[src/rtl/yeah_sprite_fetch.sv]
// -----------------------------------------------------------------------------
// yeah_sprite_fetch
//
// Pixel-pipeline stage ahead of the sprite palette. It maps the VGA raster
// coordinate to a sprite-ROM address, captures the 4-bit colour index the ROM
// returns, and presents it two cycles later with a hit flag and delayed de.
// The sprite position, mirror flag and animation frame are updated only at
// the start of a frame (vsync falling edge), so the sprite never tears.
//
// Ports:
//   clk        pixel clock
//   reset_n    asynchronous active-low reset
//   draw_x/y   current raster coordinate (10 bit)
//   de         display enable, 1 = active video
//   vs         vsync, active low
//   sprite_x/y requested sprite top-left corner (latched at frame start)
//   flip_h     requested horizontal mirror (latched at frame start)
//   anim_en    1 = animation counter advances on each frame start
//   rom_addr   address to the synchronous sprite ROM (0 when outside sprite)
//   rom_data   ROM colour index, valid one cycle after rom_addr
//   index_out  colour index for the palette (TRANSPARENT_IDX outside sprite)
//   hit        1 = index_out is an opaque sprite pixel
//   de_out     de delayed to line up with index_out
// -----------------------------------------------------------------------------
module yeah_sprite_fetch #(
    parameter int          W               = 32,
    parameter int          H               = 32,
    parameter int          FRAMES          = 4,
    parameter int          HOLD            = 8,
    parameter logic [3:0]  TRANSPARENT_IDX = 4'd0,
    parameter int          AW              = $clog2(W * H * FRAMES)
) (
    input  logic          clk,
    input  logic          reset_n,
    input  logic [9:0]    draw_x,
    input  logic [9:0]    draw_y,
    input  logic          de,
    input  logic          vs,
    input  logic [9:0]    sprite_x,
    input  logic [9:0]    sprite_y,
    input  logic          flip_h,
    input  logic          anim_en,
    output logic [AW-1:0] rom_addr,
    input  logic [3:0]    rom_data,
    output logic [3:0]    index_out,
    output logic          hit,
    output logic          de_out
);

    localparam int XB = $clog2(W);
    localparam int YB = $clog2(H);
    // Counters keep at least one bit so single-frame / single-hold builds stay legal.
    localparam int FB = (FRAMES > 1) ? $clog2(FRAMES) : 1;
    localparam int HB = (HOLD > 1) ? $clog2(HOLD) : 1;

    localparam logic [XB-1:0] COL_MAX   = XB'(W - 1);
    localparam logic [FB-1:0] FRAME_MAX = FB'(FRAMES - 1);
    localparam logic [HB-1:0] HOLD_MAX  = HB'(HOLD - 1);

    // Frame-start detection and per-frame state
    logic          vs_q;
    logic          frame_start;
    logic [9:0]    pos_x_q;
    logic [9:0]    pos_y_q;
    logic          flip_q;
    logic [FB-1:0] frame_cnt;
    logic [HB-1:0] hold_cnt;

    // Stage 0
    logic [10:0]         dx;
    logic [10:0]         dy;
    logic                in_box;
    logic [XB-1:0]       col;
    logic [FB+YB+XB-1:0] addr_full;

    // Stage 1
    logic s1_box;
    logic s1_de;

    assign frame_start = vs_q & ~vs;

    always_ff @(posedge clk or negedge reset_n) begin
        if (!reset_n) begin
            vs_q      <= 1'b1;   // idle-high so release never looks like a falling edge
            pos_x_q   <= '0;
            pos_y_q   <= '0;
            flip_q    <= 1'b0;
            frame_cnt <= '0;
            hold_cnt  <= '0;
        end else begin
            vs_q <= vs;
            if (frame_start) begin
                pos_x_q <= sprite_x;
                pos_y_q <= sprite_y;
                flip_q  <= flip_h;
                if (anim_en) begin
                    if (hold_cnt == HOLD_MAX) begin
                        hold_cnt  <= '0;
                        frame_cnt <= (frame_cnt == FRAME_MAX) ? '0 : frame_cnt + 1'b1;
                    end else begin
                        hold_cnt <= hold_cnt + 1'b1;
                    end
                end
            end
        end
    end

    // 11-bit differences: a raster position left of / above the sprite wraps
    // to >= 1024 and therefore fails the unsigned box compare.
    assign dx     = {1'b0, draw_x} - {1'b0, pos_x_q};
    assign dy     = {1'b0, draw_y} - {1'b0, pos_y_q};
    assign in_box = de & (dx < 11'(W)) & (dy < 11'(H));

    // W-1-dx, valid because dx < W whenever the address is used
    assign col       = flip_q ? (COL_MAX - dx[XB-1:0]) : dx[XB-1:0];
    assign addr_full = {frame_cnt, dy[YB-1:0], col};
    assign rom_addr  = in_box ? addr_full[AW-1:0] : '0;

    always_ff @(posedge clk or negedge reset_n) begin
        if (!reset_n) begin
            s1_box    <= 1'b0;
            s1_de     <= 1'b0;
            index_out <= TRANSPARENT_IDX;
            hit       <= 1'b0;
            de_out    <= 1'b0;
        end else begin
            s1_box    <= in_box;
            s1_de     <= de;
            index_out <= s1_box ? rom_data : TRANSPARENT_IDX;
            hit       <= s1_box & (rom_data != TRANSPARENT_IDX);
            de_out    <= s1_de;
        end
    end

endmodule

[config.mk]
export PLATFORM = sky130hd
export DESIGN_NAME = yeah_sprite_fetch
export DESIGN_NICKNAME = d
export VERILOG_FILES = /design/src/rtl/yeah_sprite_fetch.sv
export SDC_FILE = /design/constraint.sdc
export NUM_CORES = 1
export LEC_CHECK = 0
export ABC_AREA = 1
export CORE_ASPECT_RATIO = 1.5
export CORE_MARGIN = 10
export CORE_UTILIZATION = 44
export CTS_CLUSTER_DIAMETER = 50
export DETAILED_ROUTE_END_ITERATION = 16
export PLACE_DENSITY = 0.87
export SLEW_MARGIN = 20
export SYNTH_ARGS = -nofsm -noshare
export SYNTH_HDL_FRONTEND = slang
export SYNTH_SLANG_ARGS = --single-unit
export TNS_END_PERCENT = 10
[constraint.sdc]
create_clock -name clk -period 2.6 [get_ports clk]
set_clock_uncertainty 0.1 [all_clocks]
set_input_delay 0.52 -clock clk [delete_from_list [all_inputs] [get_ports clk]]
set_output_delay 0.52 -clock clk [all_outputs]
set_load 0.01 [all_outputs]
==> results of run 1 <==
## worst max-delay path by stage
stage	startpoint	end	slack (ps)	depth (start not counted)
6_report	pos_y_q[0]	rom_addr[0]	-530	16
4_1_cts	pos_y_q[0]	rom_addr[11]	-560	16
3_5_place_dp	draw_x[0]	rom_addr[1]	-1170	18
5_1_grt	draw_x[0]	rom_addr[0]	-670	18
2_1_floorplan	draw_x[0]	rom_addr[10]	-80	16
3_3_place_gp	draw_y[0]	rom_addr[8]	-1070	18
## kinds of logic after synthesis
logic type | count (synthesis)
AOI/OAI and AO/OA | 35
xor gates and xnor gates | 11
adders and majority gates | 25
buffers and inverters | 79
DFF | 35
and+or+nand+nor | 174
## cell type report
| cell class | count | area (µm²) |
|---|---|---|
| Multi-Input combinational cell | 245 | 1660 |
| Fill cell | 380 | 1490 |
| Timing Repair Buffer | 112 | 1030 |
| Sequential cell | 35 | 877 |
| Inverter | 73 | 274 |
| Tap cell | 70 | 87.6 |
| Clock buffer | 5 | 68.8 |
| Clock inverter | 3 | 47.5 |
## registers in the layout, indices dropped and copies added (netlist names)
name       cells
pos_x_q       10
pos_y_q       10
index_out      4
hold_cnt       3
frame_cnt      2
de_out         1
flip_q         1
hit            1
s1_box         1
s1_de          1
vs_q           1
## layout by cell type (no fill, tap or decap), types with 2 or more instances in the layout
cell | netlist | final
nor2_2 | 12 | 6
nor2_1 | 15 | 9
nor2_4 | 1 | 13
nand4_1 | 2 | 2
buf_2 | 0 | 2
dfrtp_1 | 34 | 34
inv_1 | 71 | 66
buf_4 | 0 | 43
buf_12 | 0 | 2
nand3_2 | 1 | 4
ha_2 | 0 | 2
ha_1 | 23 | 8
a21oi_2 | 0 | 5
dlygate4sd2_1 | 0 | 12
nand2_2 | 7 | 19
a21oi_1 | 10 | 5
clkdlybuf4s50_1 | 0 | 39
ha_4 | 0 | 13
xor2_1 | 2 | 2
clkbuf_8 | 1 | 5
nor3_1 | 3 | 3
fa_2 | 0 | 2
dlymetal6s2s_1 | 0 | 2
o21ai_0 | 22 | 22
xnor2_1 | 9 | 9
inv_2 | 2 | 7
nand2_1 | 119 | 107
nand3_1 | 14 | 11
buf_6 | 1 | 11
## power by group through the flow
stage / clock, µW / combinational, µW / sequential [µW]
finish: 515 / 1040 / 663
global route: 546 / 1140 / 675
CTS: 527 / 962 / 664
detailed placement: 0 / 857 / 675
global placement: 0 / 817 / 668
floorplan: 0 / 536 / 659
## worst register-to-register path, delay by kind of cell, from the launching register on
kind	cells	cell delay [ps]
flip-flops	1	380
adder cells (fa/ha/maj)	2	530
buffers and inverters	3	260
AND/OR/NAND/NOR	10	900
## per-layer routing
metal  vias to the layer above  GRT usage (%)
li1                       1314              -
met1                      1243           16.9
met2                       109           34.4
met3                        53           3.41
met4                         0           10.1
met5                         -              0
## stage by stage
| step | setup TNS (ps) | utilization, % | power (µW) |
|---|---|---|---|
| 2_1_floorplan | -747 | - | 1190 |
| 3_3_place_gp | -12710 | 65.7 | 1480 |
| 3_5_place_dp | -13970 | 65.7 | 1530 |
| 4_1_cts | -6360 | 71.5 | 2150 |
| 5_1_grt | -7630 | 73.1 | 2370 |
| 6_report | -6130 | 73.1 | 2220 |
## synthesized netlist by cell type, types with 2 or more instances
library cell,number,share of area (%)
nor3_1,3,0.59
inv_2,2,0.30
o21ai_0,22,4.3
nand2_2,7,1.7
nand2_1,119,18
nor2_1,15,2.2
a21oi_1,10,2.0
dfrtp_1,34,33
inv_1,71,10
ha_1,23,11
xor2_1,2,0.69
nand4_1,2,0.49
nor2_2,12,3.0
clkbuf_1,4,0.59
nand3_1,14,2.8
fa_1,2,1.6
xnor2_1,9,3.1
## timing repair
item,CTS,global route
gates resized for setup,107,19
pin swaps,20,14
cloned,0,0
endpoints found under the setup margin,12,12
setup buffers,3,2
==> impl_metrics.csv, run 1 <==
group,metric,value,unit
run_status,status,"finished, violations left",
run_status,violations,"setup timing",
placement,dp.cells,530,
setup_path,r2r_slack,390,ps
cts,ctsHtreeMaxLevel,2,
run,cap_violations,0,
drt,met1_length,2.87,mm
die,core-area,5530,µm²
drt,via_per_inst,5.01,
sta,max_slew.worst_pin.slew,462,ps
global_routing,grt_pass1_wl,13.4,mm
drt,first_pass_iters,4,
sta,hold_violations,0,
die,io_pins,68,
global_routing,grt_pass1_vias,2975,
die,die_y,113,µm
setup_path,cp.arrival,2510,ps
finish,syn_to_final_growth,59.1,%
synthesis,synth_fa_ha_area_share,12.9,%
synthesis,yosys_warnings,0,
synthesis,synth_area,2540,µm²
synthesis,post_synth_xor_area_fraction,3.79,%
setup_path,path_buf_inv,3,
placement,portBuffers,67,
min_path,hp-class,"flip-flop to flip-flop",
drt,drc_errors,0,
power_and_ir_drop,peakVddDrop,394,µV
cts,root_buffer,"clkbuf_8",
setup_path,crit_chain,"ha_2 -> inv_2 -> fa_2 -> nand3_2 -> nand2_2 -> nand2_2 -> nand2_2 -> nand2_2 -> nand2_2 -> nor2_4 -> nand2_2 -> nor2_2 -> nand2_2 -> buf_12 -> nor2_2 -> buf_2",
power_and_ir_drop,power.net_switching,825,µW
sta,slew_violations,0,
placement,placed_area,3640,µm²
power_and_ir_drop,p_leak,0.00208,µW
min_path,min_from,"s1_de",
drt,drtAntennaViolNets,0,
synthesis,yosysUniqueCellTypes,25,
die,start_util,45.9,%
cts,clock_latency,290,ps
setup_path,cp_top_family,"simple AND/OR/NAND/NOR gates",
synthesis,ys.flop_type,"dfrtp_1",
power_and_ir_drop,power.density,549,nW/µm²
power_and_ir_drop,p_seq_share,29.9,%
finish,layout-drive-gt1-share,29.2,%
setup_path,crit_top_cell,"nand2_2",
cts,clk_pin_slew_worst_paths,80,ps
cts,cts.path.max_buffers,2,
drt,wl_met2,4.65,mm
power_and_ir_drop,p_int,1390,µW
placement,dp_slack,-1170,ps
sta,holdWs,252,ps
cts,numCtsBuffers,5,
synthesis,ys_ff_latch,35,
global_routing,antenna_found_initial,0,
global_routing,grt_use_total,18.1,%
global_routing,grt_max_degree,36,
synthesis,ys_seq_area_share,34.5,%
drt,drt_iter0_drc,183,
finish,design_area,4040,µm²
finish,layout.cells.non_filler,543,
placement,gp_congestion,0.845,
cts,ctsHoldBuffers,0,
drt,routed-wl-met3,295,µm
synthesis,synth_edf_count,0,
setup_path,max_stage_delay,380,ps
setup_path,crit_type,"flip-flop to primary output",
sta,setup_viol,12,
setup_path,end_kind,"primary output",
drt,top_layer,"met4",
sta,fin_crit_sh,120,%
cts,cts_tree,"yes",
sta,max_freq,320,MHz
finish,nNetsFinal,547,
power_and_ir_drop,p_clk_share,23.2,%
finish,diodes,0,
setup_path,r2r-end,"s1_box",
power_and_ir_drop,p_comb_share,46.9,%
power_and_ir_drop,switching_share,37.2,%
synthesis,yosys-mux-area-fraction,0,%
global_routing,grt_overflow,0,
synthesis,synth_compound_area_share,7.29,%
setup_path,rr_worst_depth,15,
placement,hpwl,5.69,mm
sta,post-route-min-period,3130,ps
min_path,holdPathStages,0,
die,die_x,82.1,µm
drt,drt-total-wl,8.34,mm
die,rows,33,
cts,cts.sinks,35,
sta,relSlewSlack,69.2,%
sta,rsz0062_at_grt,"yes",
setup_path,cp_max_fo,7,
synthesis,synth-simple-area-share,29.1,%
setup_path,critPathSlowestCell,"dfrtp_1",
synthesis,synth.net_count,434,
die,die_area,9280,µm²
synthesis,netlist_instances,359,
setup_path,r2r_start,"pos_y_q[0]",
synthesis,postSynthAreaPerCell,7.08,µm²
min_path,holdPathEnd,"de_out",
sta,postLayoutSetupSlackWorst,-526,ps
drt,vias,2719,
setup_path,critPathLaunchType,"flip-flop",
drt,post_drt_wl_per_cell,15.3,µm
synthesis,async_reset_ff_share,100,%
setup_path,worstPathRequired,1980,ps
synthesis,synth_top_family_by_area,"simple AND/OR/NAND/NOR gates",
Power figures use the tool's default switching activity.
==> run 2, diff against run 1 <==
- CORE_UTILIZATION: 44 -> 53
- DONT_BUFFER_PORTS: not set -> 1
- PLACE_DENSITY: 0.87 -> 0.81
==> run 2 against run 1 <==
The run still ends with setup timing left. Sequential cell count did not move. Worst hold slack got worse by 130 ps. Clock power fell by 1%. Maximum frequency rose by 3.4%. Register-to-register slack improved by 20 ps. Non-clock buffer count fell by 77. Routed wire length fell by 27%. Global-route usage fell by 2.7 points. Die area fell by 14%. Cell area fell by 24%. Critical endpoint is now rom_addr[5]. Largest power group unchanged.
==> impl_metrics.csv, run 2 (synthesis gave the netlist of run 1 again) <==
group,metric,value,unit
setup_path,path_buf_inv,2,
global_routing,grt_overflow,0,
setup_path,critPathSlowestCell,"fa_2",
finish,final_core_util,67.1,%
die,core-area,4580,µm²
placement,dp_slack,-326,ps
cts,numCtsBuffers,5,
setup_path,cp.arrival,2400,ps
cts,cts.path.max_buffers,2,
finish,nNetsFinal,470,
power_and_ir_drop,peakVddDrop,387,µV
die,die_area,8020,µm²
cts,clk_pin_slew_worst_paths,70,ps
global_routing,grt_pass1_wl,10.1,mm
finish,layout-drive-gt1-share,19.2,%
finish,fillCellCount,400,
drt,drc_errors,0,
drt,drt_iter0_drc,97,
global_routing,antenna_found_initial,0,
finish,syn_to_final_growth,20.9,%
setup_path,worstPathRequired,1980,ps
sta,rsz0062_at_grt,"yes",
setup_path,crit_type,"flip-flop to primary output",
global_routing,grt_max_degree,36,
power_and_ir_drop,power.density,626,nW/µm²
sta,hold_violations,0,
die,io_pins,68,
sta,max_freq,331,MHz
die,die_x,76.5,µm
finish,diodes,0,
cts,clock_latency,290,ps
finish,mostFrequentLayoutCells,"nand2_1 (116), inv_1 (70), dfrtp_1 (34), buf_4 (31), o21ai_0 (22)",
run_status,status,"finished, violations left",
setup_path,end_kind,"primary output",
global_routing,grt_use_total,15.4,%
cts,ctsHtreeMaxLevel,2,
sta,fin_crit_sh,116,%
power_and_ir_drop,p_leak,0.00173,µW
run_status,violations,"setup timing",
drt,drtAntennaViolNets,0,
global_routing,grt_pass1_vias,2265,
die,rows,30,
run,cap_violations,0,
placement,hpwl,4.89,mm
die,die_y,105,µm
setup_path,cp_max_fo,7,
sta,post-route-min-period,3020,ps
setup_path,critPathLaunchType,"flip-flop",
setup_path,cp_top_family,"simple AND/OR/NAND/NOR gates",
sta,relSlewSlack,64.5,%
placement,gp_congestion,0.881,
sta,max_slew.worst_pin.slew,531,ps
finish,final_common_cell,"nand2_1",
drt,via_per_inst,4.80,
placement,portBuffers,0,
sta,setup_viol,12,
drt,first_pass_iters,4,
drt,vias,2209,
cts,cts.sinks,35,
cts,root_buffer,"clkbuf_8",
setup_path,crit_chain,"ha_2 -> inv_2 -> fa_2 -> nand3_2 -> nand2_2 -> nand2_2 -> nand2_2 -> nand2_1 -> nand2_1 -> nor2_1 -> nand2_1 -> nor2_2 -> nand2_4 -> buf_12 -> nor2_4",
die,start_util,55.5,%
drt,drt-total-wl,6.05,mm
cts,cts_tree,"yes",
min_path,hp-class,"input pin to flip-flop",
sta,slew_violations,0,
drt,post_drt_wl_per_cell,13.2,µm
finish,reg_top3,"pos_x_q x10, pos_y_q x10, index_out x4",
sta,postLayoutSetupSlackWorst,-422,ps
setup_path,max_stage_delay,410,ps
==> run 2: cell types whose count changed in the layout (fill, tap and decap cells not counted), moves of 12 or more <==
cell / delta
clkdlybuf4s50_1: -39
ha_1: +13
ha_4: -13
buf_4: -12
dlygate4sd2_1: -12
==> run 2: layout make-up <==
| class | count | area [µm²] | area share, % |
|---|---|---|---|
| multi-input combinational | 245 | 1430 | 46.6 |
| sequential | 35 | 877 | 28.6 |
| timing repair buffer | 35 | 294 | 9.57 |
| inverter | 73 | 274 | 8.92 |
| tap | 64 | 80.1 | 2.61 |
| clock buffer | 5 | 68.8 | 2.24 |
| clock inverter | 3 | 47.5 | 1.55 |
==> run 2: repair_timing <==
action,in CTS,in global routing
setup buffers,1,4
gates resized for setup,1,9
hold buffers,2,0
endpoints found under the hold margin,35,0
pin swaps,2,6
setup endpoints to repair,12,12
==> run 2: power breakdown <==
group          switching (µW)  total [µW]  internal (µW)
sequential               40.1         662            622
combinational             428         752            325
clock                     219         509            291
total                     686        1920           1240
==> run 2: final timing paths <==
kind                                  from          end  slack [ps]  cells after the start
worst max-delay path            pos_y_q[0]  rom_addr[5]        -420                     15
worst min-delay path                    vs         vs_q         120                      0
worst max register to register  pos_y_q[0]       s1_box         410                     15
worst min register to register       s1_de       de_out         260                      0
max in group asynchronous          reset_n         vs_q        1590                      2
min in group asynchronous          reset_n       flip_q         570                      2
==> run 2: layer usage <==
metal / GRT usage [%] / wire (µm) / vias to the layer above
met5: 0 / 0 / -
met2: 31.2 / 3480 / 46
met4: 7.20 / 179 / 0
li1: - / - / 1162
met1: 13.8 / 2140 / 988
met3: 3.17 / 250 / 13
==> run 2: worst reg2reg max path: cells and delay by family, from the launching register on <==
kind	cells	cell delay, ps
and+or+nand+nor	10	820
adders and majority gates	2	600
DFF	1	360
buffers and inverters	3	260
==> run 2: stage by stage <==
| stage | total power, µW | hold WS (ps) | instance area (µm²) | setup TNS (ps) | cells |
|---|---|---|---|---|---|
| after global routing | 2080 | 103 | 3070 | -6580 | 460 |
| after floorplan | 1190 | 124 | 2600 | -747 | 359 |
| after detailed placement | 1380 | 126 | 2860 | -3510 | 445 |
| after CTS | 1920 | 109 | 3020 | -4350 | 456 |
| final | 1920 | 120 | 3070 | -4630 | 460 |
| after global placement | 1350 | 125 | 2860 | -2370 | 445 |
==> run 3, diff against run 2 <==
- CELL_PAD_IN_SITES_DETAIL_PLACEMENT: not set -> 1
- CELL_PAD_IN_SITES_GLOBAL_PLACEMENT: not set -> 2
- CORE_UTILIZATION: 53 -> 31
- PLACE_DENSITY: 0.81 -> 0.85
- SETUP_SLACK_MARGIN: not set -> 0.5
==> run 3 against run 2 <==
The run still ends with setup timing left. Worst setup slack improved by 41 ps. Final cell count up 11%. Sequential cell count stayed put. Clock-buffer cell count unchanged. Routed wire length increased by 21%. Cell area grew 5.9%. Sequential share of layout area fell by 1.6 points. First-iteration DRC count down 60%. Non-clock buffer count increased by 9. Core utilization fell by 26 points. Total power rose by 12%.
==> impl_metrics.csv, run 3 (synthesis gave the netlist of run 1 again) <==
group,metric,value,unit
run_status,status,"finished, violations left",
run_status,violations,"setup timing",
cts,root_buffer,"clkbuf_16",
cts,clock_latency,280,ps
drt,vias,2348,
drt,drtAntennaViolNets,0,
power_and_ir_drop,peakVddDrop,267,µV
die,die_x,93.9,µm
drt,post_drt_wl_per_cell,14.3,µm
finish,mostFrequentLayoutCells,"nand2_1 (117), inv_1 (70), buf_4 (41), dfrtp_1 (34), o21ai_0 (22)",
cts,clk_pin_slew_worst_paths,60,ps
power_and_ir_drop,power.density,662,nW/µm²
placement,portBuffers,0,
finish,diodes,0,
finish,layout.cells.non_filler,510,
finish,final_common_cell,"nand2_1",
global_routing,use_met1,12.1,%
global_routing,grt_overflow,0,
min_path,hp-class,"input pin to flip-flop",
placement,hpwl,6.09,mm
die,core-area,8010,µm²
global_routing,use_met2,24.4,%
global_routing,globalRouteMet3Util,2.57,%
sta,slew_violations,0,
die,io_pins,68,
sta,setup_viol,12,
cts,cts.sinks,35,
sta,rsz0062_at_grt,"yes",
sta,fin_crit_sh,115,%
run,cap_violations,0,
sta,max_freq,335,MHz
drt,drt-total-wl,7.31,mm
global_routing,grt_pass1_vias,2629,
drt,via_per_inst,4.60,
global_routing,grt_max_degree,41,
cts,ctsHtreeMaxLevel,2,
setup_path,end_kind,"primary output",
sta,relSlewSlack,77.0,%
placement,placed_area,2990,µm²
cts,numCtsBuffers,5,
min_path,min_from,"vs",
finish,syn_to_final_growth,28.1,%
global_routing,grt_use_total,12.6,%
setup_path,cp_max_fo,7,
cts,cts.path.max_buffers,2,
die,start_util,31.7,%
setup_path,worstPathRequired,1980,ps
drt,drt_iter0_drc,39,
setup_path,critPathLaunch,"pos_x_q[3]",
sta,postLayoutSetupSlackWorst,-382,ps
die,rows,40,
placement,gp_congestion,0.797,
global_routing,antenna_found_initial,0,
drt,drc_errors,0,
setup_path,cp.arrival,2360,ps
finish,fillCellCount,1017,
setup_path,crit_type,"flip-flop to primary output",
sta,hold_violations,0,
setup_path,critPathLaunchType,"flip-flop",
power_and_ir_drop,p_leak,0.00180,µW
cts,cts_tree,"yes",
finish,layout-drive-gt1-share,21.2,%
sta,holdWs,131,ps
finish,reg_top3,"pos_x_q x10, pos_y_q x10, index_out x4",
drt,first_pass_iters,4,
placement,dp_slack,-407,ps
finish,design_area,3250,µm²
sta,post-route-min-period,2980,ps
global_routing,grt_pass1_wl,12.1,mm
sta,max_slew.worst_pin.slew,346,ps
global_routing,gr-max-usage-layer,"met2",
die,die_y,131,µm
finish,nNetsFinal,479,
setup_path,r2r_start,"pos_x_q[3]",
placement,dp.cells,497,
die,die_area,12300,µm²
-- run 3: final timing paths --
check | cells after the start | end | slack [ps]
worst min register to register | 0 | de_out | 250
worst max register to register | 16 | s1_box | 400
worst min-delay path | 0 | vs_q | 130
max in group asynchronous | 2 | vs_q | 1560
worst max-delay path | 16 | rom_addr[6] | -380
min in group asynchronous | 2 | hit | 590
-- run 3: per-layer routing --
layer,up-vias,share of wire [%]
li1,1182,-
met1,1114,36
met2,40,57
met3,12,4.0
met4,0,2.9
met5,-,0
-- run 3: timing repair --
item	in CTS	in global routing
pin swaps	1	2
hold endpoints to repair	35	0
gates resized for setup	5	5
endpoints found under the setup margin	13	13
buffers inserted	2	1
hold buffers	2	0
-- run 3: worst max-delay path, cell delays in order (launching register included) --
cell	delay [ps]
dfrtp_1	350
inv_1	100
ha_2	310
nand2_2	130
inv_1	60
nand2_2	90
nand2_1	60
nand2_1	80
nand3_1	80
nand2_1	80
nand2_1	50
inv_1	70
nand2_1	70
nor2_2	160
nand2_4	110
buf_12	170
nor2_4	110
-- run 3: stage by stage --
step	TNS, ps	total power [µW]	util (%)
after detailed placement	-4170	1450	37.3
after floorplan	-747	1190	-
after CTS	-4470	2190	40.2
final	-4320	2150	40.6
after global placement	-4110	1410	37.3
after global routing	-6500	2330	40.6
-- run 3: cell type report --
type | instances | area, µm² | area share, %
multi-input cells | 245 | 1450 | 44.4
flip-flops and latches | 35 | 877 | 27.0
repair buffers | 44 | 358 | 11.0
inverters | 73 | 274 | 8.42
well taps | 105 | 131 | 4.04
clock buffers | 5 | 125 | 3.84
clock inverters | 3 | 43.8 | 1.35
-- run 3: report_power, final --
| part | switching, µW | internal [µW] | leakage (µW) |
|---|---|---|---|
| Clock | 238 | 452 | 0.0000838 |
| Sequential | 40.3 | 623 | 0.000435 |
| Combinational | 452 | 349 | 0.00128 |
